--- src/rtl/seq_detect_ctrl_if.sv ---
// Host-side bundle for the sequence detector run controller: run request,
// run configuration, qualified serial stream and status outputs.
interface seq_detect_ctrl_if #(
    parameter int unsigned PW = 8,
    parameter int unsigned CW = 8
);
    logic          start;
    logic          abort;
    logic [PW-1:0] cfg_pattern;
    logic [4:0]    cfg_len;
    logic          cfg_overlap;
    logic [CW-1:0] cfg_target;
    logic          x;
    logic          x_valid;
    logic          y;
    logic          busy;
    logic          done;
    logic [CW-1:0] match_cnt;
    logic          err;

    // Host side drives requests, config and data; observes status.
    modport master (
        output start, abort, cfg_pattern, cfg_len, cfg_overlap, cfg_target, x, x_valid,
        input  y, busy, done, match_cnt, err
    );

    // Controller side.
    modport slave (
        input  start, abort, cfg_pattern, cfg_len, cfg_overlap, cfg_target, x, x_valid,
        output y, busy, done, match_cnt, err
    );
endinterface

--- src/rtl/seq_detect_ctrl.sv ---
// Run controller for the serial sequence detector. Latches the pattern and run
// configuration on an accepted start, shifts qualified bits, counts overlapping
// or non-overlapping matches and ends the run on a target count or on abort.
module seq_detect_ctrl #(
    parameter int unsigned PW = 8,
    parameter int unsigned CW = 8
) (
    input  logic             clk,
    input  logic             rst,
    seq_detect_ctrl_if.slave bus
);
    typedef enum logic [1:0] {StIdle, StRun, StDone} state_e;

    state_e        state_q;
    logic [PW-1:0] sr_q;
    logic [PW-1:0] pat_q;
    logic [4:0]    fill_q;
    logic [4:0]    len_q;
    logic          ovl_q;
    logic [CW-1:0] tgt_q;
    logic [CW-1:0] cnt_q;
    logic          y_q;
    logic          err_q;

    logic [PW-1:0] sr_n;
    logic [PW-1:0] len_mask;
    logic [4:0]    fill_n;
    logic [CW-1:0] cnt_inc;
    logic          hit;
    logic          tgt_hit;
    logic          cfg_ok;

    // Next shift/fill values for a qualified bit and the resulting match decision.
    always_comb begin
        sr_n   = {sr_q[PW-2:0], bus.x};
        // Fill never exceeds the latched length, so it saturates there.
        fill_n = (fill_q == len_q) ? len_q : fill_q + 5'd1;
        for (int i = 0; i < int'(PW); i++) begin
            len_mask[i] = (i < int'(len_q));
        end
        hit     = (fill_n == len_q) && (((sr_n ^ pat_q) & len_mask) == '0);
        cnt_inc = cnt_q + CW'(1);
        // Uses the unsaturated increment; a wrapped zero never equals a nonzero target.
        tgt_hit = (tgt_q != '0) && (cnt_inc == tgt_q);
        cfg_ok  = (bus.cfg_len != 5'd0) && (32'(bus.cfg_len) <= PW);
    end

    // Control FSM with all status outputs held in registers.
    always_ff @(posedge clk or negedge rst) begin
        if (!rst) begin
            state_q <= StIdle;
            sr_q    <= '0;
            pat_q   <= '0;
            fill_q  <= '0;
            len_q   <= '0;
            ovl_q   <= 1'b0;
            tgt_q   <= '0;
            cnt_q   <= '0;
            y_q     <= 1'b0;
            err_q   <= 1'b0;
        end else begin
            y_q <= 1'b0;
            unique case (state_q)
                StIdle: begin
                    if (bus.start) begin
                        if (cfg_ok) begin
                            pat_q   <= bus.cfg_pattern;
                            len_q   <= bus.cfg_len;
                            ovl_q   <= bus.cfg_overlap;
                            tgt_q   <= bus.cfg_target;
                            sr_q    <= '0;
                            fill_q  <= '0;
                            cnt_q   <= '0;
                            err_q   <= 1'b0;
                            state_q <= StRun;
                        end else begin
                            err_q <= 1'b1;
                        end
                    end
                end
                StRun: begin
                    if (bus.abort) begin
                        // Abort wins over a coincident match: nothing is counted.
                        state_q <= StIdle;
                    end else if (bus.x_valid) begin
                        sr_q <= sr_n;
                        if (hit) begin
                            y_q    <= 1'b1;
                            cnt_q  <= (&cnt_q) ? cnt_q : cnt_inc;
                            // Non-overlap restarts the fill so the next match needs fresh bits.
                            fill_q <= ovl_q ? fill_n : 5'd0;
                            if (tgt_hit) begin
                                state_q <= StDone;
                            end
                        end else begin
                            fill_q <= fill_n;
                        end
                    end
                end
                StDone: begin
                    state_q <= StIdle;
                end
                default: begin
                    state_q <= StIdle;
                end
            endcase
        end
    end

    assign bus.y         = y_q;
    assign bus.busy      = (state_q == StRun);
    assign bus.done      = (state_q == StDone);
    assign bus.match_cnt = cnt_q;
    assign bus.err       = err_q;
endmodule
--- src/flat_wrapper.sv ---
// flat-port wrapper written by rule: the top's interface ports become plain ports
module seq_detect_ctrl_flat 
#(
    parameter int unsigned PW = 8,
    parameter int unsigned CW = 8
)
  (clk, rst, bus_start, bus_abort, bus_cfg_pattern, bus_cfg_len, bus_cfg_overlap, bus_cfg_target, bus_x, bus_x_valid, bus_y, bus_busy, bus_done, bus_match_cnt, bus_err);
  seq_detect_ctrl_if #(.PW(PW), .CW(CW)) bus_i ();
  input  logic clk;
  input  logic rst;
  input wire logic [$bits(bus_i.start)-1:0] bus_start;
  input wire logic [$bits(bus_i.abort)-1:0] bus_abort;
  input wire logic [$bits(bus_i.cfg_pattern)-1:0] bus_cfg_pattern;
  input wire logic [$bits(bus_i.cfg_len)-1:0] bus_cfg_len;
  input wire logic [$bits(bus_i.cfg_overlap)-1:0] bus_cfg_overlap;
  input wire logic [$bits(bus_i.cfg_target)-1:0] bus_cfg_target;
  input wire logic [$bits(bus_i.x)-1:0] bus_x;
  input wire logic [$bits(bus_i.x_valid)-1:0] bus_x_valid;
  output wire logic [$bits(bus_i.y)-1:0] bus_y;
  output wire logic [$bits(bus_i.busy)-1:0] bus_busy;
  output wire logic [$bits(bus_i.done)-1:0] bus_done;
  output wire logic [$bits(bus_i.match_cnt)-1:0] bus_match_cnt;
  output wire logic [$bits(bus_i.err)-1:0] bus_err;
  assign bus_i.start = bus_start;
  assign bus_i.abort = bus_abort;
  assign bus_i.cfg_pattern = bus_cfg_pattern;
  assign bus_i.cfg_len = bus_cfg_len;
  assign bus_i.cfg_overlap = bus_cfg_overlap;
  assign bus_i.cfg_target = bus_cfg_target;
  assign bus_i.x = bus_x;
  assign bus_i.x_valid = bus_x_valid;
  assign bus_y = bus_i.y;
  assign bus_busy = bus_i.busy;
  assign bus_done = bus_i.done;
  assign bus_match_cnt = bus_i.match_cnt;
  assign bus_err = bus_i.err;
  seq_detect_ctrl #(.PW(PW), .CW(CW)) u_core (.clk(clk), .rst(rst), .bus(bus_i));
endmodule
--- config.mk ---
export PLATFORM = sky130hd
export DESIGN_NAME = seq_detect_ctrl_flat
export DESIGN_NICKNAME = d
export VERILOG_FILES = /design/src/rtl/seq_detect_ctrl_if.sv /design/src/rtl/seq_detect_ctrl.sv /design/src/flat_wrapper.sv
export SDC_FILE = /design/constraint.sdc
export NUM_CORES = 1
export LEC_CHECK = 0
export CAP_MARGIN = 20
export CORE_MARGIN = 2
export CORE_UTILIZATION = 40
export DETAILED_ROUTE_END_ITERATION = 16
export PLACE_DENSITY = 0.63
export SLEW_MARGIN = 20
export SYNTH_ARGS = -nofsm -noshare
export SYNTH_HDL_FRONTEND = slang
export SYNTH_SLANG_ARGS = --single-unit
export TNS_END_PERCENT = 50
--- constraint.sdc ---
create_clock -name clk -period 5.7 [get_ports clk]
set_input_delay 1.14 -clock clk [delete_from_list [all_inputs] [get_ports clk]]
set_output_delay 1.14 -clock clk [all_outputs]
set_load 0.01 [all_outputs]
# [Word-level counts from Yosys, hierarchy flattened]
# Index checks and enable logic that the tools add are counted.
[totals] output_inout_bits=12 register_bits=46 word_cells=81
[op_classes] add_sub_neg=2 mux=30 n_lt_le_gt_ge=9 n_reduce_logical=14 bitwise=2 eq_ne=14
[op_table] cell="$mux 8" n=6
[op_table] cell="$mux 5" n=7
[op_table] cell="$lt 3x5->1 const A" n=4
[op_table] cell="$pmux 8 s2" n=1
[op_table] cell="$mux 7" n=2
[op_table] cell="$pmux 7 s2" n=1
[op_table] cell="$mux 2" n=6
[op_table] cell="$eq 5x5->1" n=2
[op_table] cell="$lt 1x5->1 const A" n=2
[op_table] cell="$lt 2x5->1 const A" n=2
[op_table] cell="$pmux 5 s2" n=1
[op_table] cell="$reduce_and 5->1" n=2
[op_table] cell="$add 8x1->8 const B" n=1
[op_table] cell="$and 8x8->8" n=1
[op_table] cell="$eq 8x8->1" n=1
[op_table] cell="$logic_not 8->1" n=1
[op_table] cell="$ne 2x2->1 const B" n=4
[op_table] cell="$reduce_and 8->1" n=1
[op_table] cell="$reduce_bool 8->1" n=1
[op_table] cell="$xor 8x8->8" n=1
[op_table] cell="$reduce_and 7->1" n=1
[op_table] cell="$ne 3x2->1 const B" n=2
[op_table] cell="$add 5x1->5 const B" n=1
[op_table] cell="$le 5x4->1 const B" n=1
[op_table] cell="12 further kinds" n=19

# [Depth between registers and ports, before layout]
[logic_depth] word_depth=8 ltp_mapped=8

# [Worst setup path before layout]
# OpenSTA, ideal clock, no wires.
[synth_timing] path_type="input -> register" startpoint="in bus_cfg_len[1]" endpoint="reg u_core.cnt_q[0], in the netlist u_core.bus.match_cnt[0]" path_buffers=0 t_arrival_ns=2.636 setup_ns=0.125 setup_slack_ns=2.939 t_required_ns=5.575 path_stages=6 path_cell_list="or4_1 > nand4_1 > nand2_1 > o21ai_1 > nor4_2 > mux2_2"
[synth_between] elab_chain_len=4 elab_cells_between_ends=5
[synth_lines] element="start, declared" line_no="flat_wrapper.sv:14" source="input wire logic [$bits(bus_i.cfg_len)-1:0] bus_cfg_len;"
[synth_lines] element="$le 5x4->1 / $reduce_bool 5->1 (equally long branches)" line_no="seq_detect_ctrl.sv:45" source="cfg_ok = (bus.cfg_len != 5'd0) && (32'(bus.cfg_len) <= PW);"
[synth_lines] element="$logic_and 1x1->1 *" line_no="seq_detect_ctrl.sv:45"
[synth_lines] element="$ne 2x1->1 (no line) *"
[synth_lines] element="$reduce_and 7->1 (no line) *"
[synth_lines] element="end signal, assigned" line_no="seq_detect_ctrl.sv:89" source="cnt_q <= (&cnt_q) ? cnt_q : cnt_inc;"
[synth_lines] element="end, declared" line_no="seq_detect_ctrl.sv:21" source="logic [CW-1:0] cnt_q;"
# Every way passes the cells marked *; elsewhere a longest branch is shown, timed or not.
# A chain may end at the register's enable or synchronous reset.

# [Worst setup path after layout]
[layout_timing] startpoint="in bus_cfg_len[0]" endpoint="reg u_core.cnt_q[0], in the netlist u_core.bus.match_cnt[0]"
# Same word-level chain as after synthesis.

==> summary.md <==
| Metric | Value |
|---|---|
| Status | `complete, no violations` |
| Endpoints failing hold | `0` |
| Synth Register Bits | `46` |
| Clock transition at the registers of the reported paths | `0.08 ns` |
| Worst slew pin tran | `1.14 ns` |
| Mapped cell area | `0.00263 mm²` |
| Tmin final | `3.85 ns` |
| Avg WL per Cell | `15.6 µm` |
| Initial Util | `41.4%` |
| # Max-Cap Violations | `0` |
| Synth warn | `0` |
| DRT iter0 DRCs | `150` |
| Core footprint | `0.00635 mm²` |
| Dpl cell area | `0.00308 mm²` |
| Peak VDD IR | `0.000172 V` |
| CTS Buf Count | `5` |
| Vias | `2,075` |
| All-Layer GR Usage | `17.0%` |
| # rows | `29` |
| Dpl hpwl | `4140 µm` |
| Leakage | `1.27 nW` |
| IO Port Bufs | `39` |
| Slew HR | `24.2%` |
| First-pass GRT wire length | `9920 µm` |
| FMAX | `260 MHz` |
| Setup Skew | `0.00513 ns` |
| Hold_buf cts | `0` |
| Cell Chain, Critical Path | `clkdlybuf4s50_1, o31ai_1, nand4_1, nand2_1, o21ai_1, o31a_2, mux2_2` |
| Final period util | `67.5%` |
| Diodes inserted | `0` |
| Ys async rst share | `100%` |
| Ports | `40` |
| Vias in the first global route | `2,031` |
| Max Slew Vio Count | `0` |
| Later-pin clock latency in the skew report | `0.30 ns` |
| Post-route ant nets | `0` |
| Area of the die | `0.00724 mm²` |
| Post-Route WL | `5830 µm` |
| Layout cells sized above 1 | `14.5%` |
| Crit path largest cell delay | `0.78 ns` |
| Ys flop type | `dfrtp_1` |
| Number of synthesized flops with an enable pin | `0` |
| PwrDens | `320 mW/mm²` |
| CTS tree | `yes` |
| Syn avg cell area | `10.2 µm²` |
| TNS Setup | `0 ns` |
| Worst path required time | `5.89 ns` |
| Chip width | `85.1 µm` |
| Fill cells | `592` |
| Sequential Power Share | `43.4%` |
| Initial antenna violation count | `0` |
| Max Buffers Root-to-Sink | `2` |
| Pint | `0.709 mW` |
| Most common cell after layout, fill and taps aside | `dfrtp_1` |
| Area Overhead vs Synth | `22.6%` |
| Sink Count | `46` |
| Clock power share | `29.2%` |
| Setup crit start kind | `input port` |
| Die Y | `85.1 µm` |
| H-tree depth | `2` |
| Commonest cells after routing, fill and taps aside | `dfrtp_1, nand2_1, clkdlybuf4s50_1` |
| Cells after synthesis | `258` |
| Crit Path Max Fanout | `17` |
| # nets final | `326` |
| CP max-delay cell | `nand4_1` |
| CP Capture Type | `flip-flop` |
| Via density | `5.55` |
| Post-CTS Setup Repair Bufs | `0` |
| P_sw | `0.324 mW` |
| Routability cong. | `0.797` |
| Sw Share | `31.4%` |
| RSZ-0062 raised after global routing | `false` |
| Largest net degree at the start of global routing | `47` |
| Post_cts resized | `0` |
| CP arrival | `4.04 ns` |
| Drt first pass iters | `4` |
| DRC Markers | `0` |
| CP Class | `in -> reg` |
| Comb power frac | `27.3%` |
| Final Setup Violations | `0` |
| Unique masters post-synth | `52` |
| Global route total overflow | `0` |
| Root buffer cell | `clkbuf_8` |
| Seq/Total Area, Yosys | `43.8%` |
| Net Count, Synth | `288` |
| Cell area after layout | `0.00322 mm²` |
| Min-delay worst type | `reg -> reg` |
## kinds of logic after synthesis
logic type	share of synthesized area, %
adder cells (fa/ha/maj)	0.951
AND/OR/NAND/NOR	19.1
flip-flops	43.8
XOR/XNOR	8.66
AO/OA/AOI/OAI	11.9
buffers and inverters	2.76
multiplexers	12.8
## cells in the mapped netlist (2+ instances only)
cell type / n / area, µm²
a21oi_1: 5 / 25.0
and2_1: 2 / 12.5
and4_1: 2 / 17.5
buf_1: 2 / 7.51
buf_6: 2 / 22.5
clkbuf_1: 5 / 18.8
dfrtp_1: 46 / 1150
ha_1: 2 / 25.0
inv_1: 4 / 15.0
mux2_2: 22 / 248
mux2i_1: 9 / 90.1
nand2_1: 38 / 143
nand2b_1: 5 / 31.3
nand3_1: 7 / 35.0
nand3b_1: 2 / 15.0
nor2_1: 8 / 30.0
nor2b_1: 7 / 43.8
nor3_1: 4 / 20.0
nor3b_1: 2 / 15.0
nor4_1: 4 / 25.0
nor4_2: 2 / 25.0
nor4b_1: 2 / 17.5
o211ai_1: 4 / 30.0
o21ai_0: 14 / 70.1
o21ai_1: 2 / 10.0
o31ai_1: 5 / 37.5
or2_2: 2 / 12.5
xnor2_1: 16 / 140
xor2_1: 10 / 87.6
## path summary, 6_finish.rpt
check	start	end	slack, ns	cells after the start
max	bus_cfg_len[0]	u_core.bus.match_cnt[0]	1.85	7
min	u_core.state_q[1]	u_core.state_q[1]	0.48	1
min reg2reg	u_core.state_q[1]	u_core.state_q[1]	0.48	1
min in group asynchronous	rst	u_core.pat_q[5]	0.83	1
max in group asynchronous	rst	u_core.bus.y	4.46	1
max reg2reg	u_core.state_q[0]	u_core.bus.match_cnt[0]	2.90	6
## sequential cells by signal, summed over array words and instances (netlist names), 2 cells and up
name,cells
u_core.bus.match_cnt,8
u_core.fill_q,5
u_core.len_q,5
u_core.pat_q,8
u_core.sr_q,7
u_core.state_q,2
u_core.tgt_q,8
## power groups by stage
stage,logic (mW),registers [mW],clock network (mW)
global route,0.314,0.458,0.319
detailed placement,0.283,0.453,0
CTS,0.284,0.447,0.308
floorplan,0.224,0.425,0
finish,0.282,0.449,0.302
global placement,0.277,0.452,0
## final cells by class
type                       count  area (µm²)  share of cell area (%)
timing repair buffer          41         403                    12.5
multi-input combinational    197        1410                    43.8
sequential                    46        1150                    35.7
clock buffer                   6        82.6                    2.56
clock inverter                 2        60.1                    1.86
tap                           77        96.3                    2.99
inverter                       5        18.8                   0.582
## layer usage
metal	vias to the layer above	track usage [%]	wire (µm)
met5	-	0	0
met4	0	5.77	57
met1	1009	25.1	2900
met3	4	2.72	272
li1	1007	-	-
met2	55	25.3	2600
## stage by stage
step | util [%] | setup slack, ns | total power, mW | hold WS (ns) | std cells
3_3_place_gp | 48.5 | 1.69 | 0.729 | 0.449 | 366
4_1_cts | 50.7 | 1.88 | 1.04 | 0.486 | 374
2_1_floorplan | - | 2.94 | 0.650 | 0.435 | 258
6_report | 50.8 | 1.85 | 1.03 | 0.480 | 374
5_1_grt | 50.8 | 1.55 | 1.09 | 0.519 | 374
3_5_place_dp | 48.5 | 1.57 | 0.736 | 0.474 | 366
## critical path: cells and delay by family
kind | cells | cell delay, ns
AO/OA/AOI/OAI | 3 | 1.05
AND/OR/NAND/NOR | 2 | 1.14
buffers and inverters | 1 | 0.45
multiplexers | 1 | 0.26
Power figures use the tool's default switching activity.
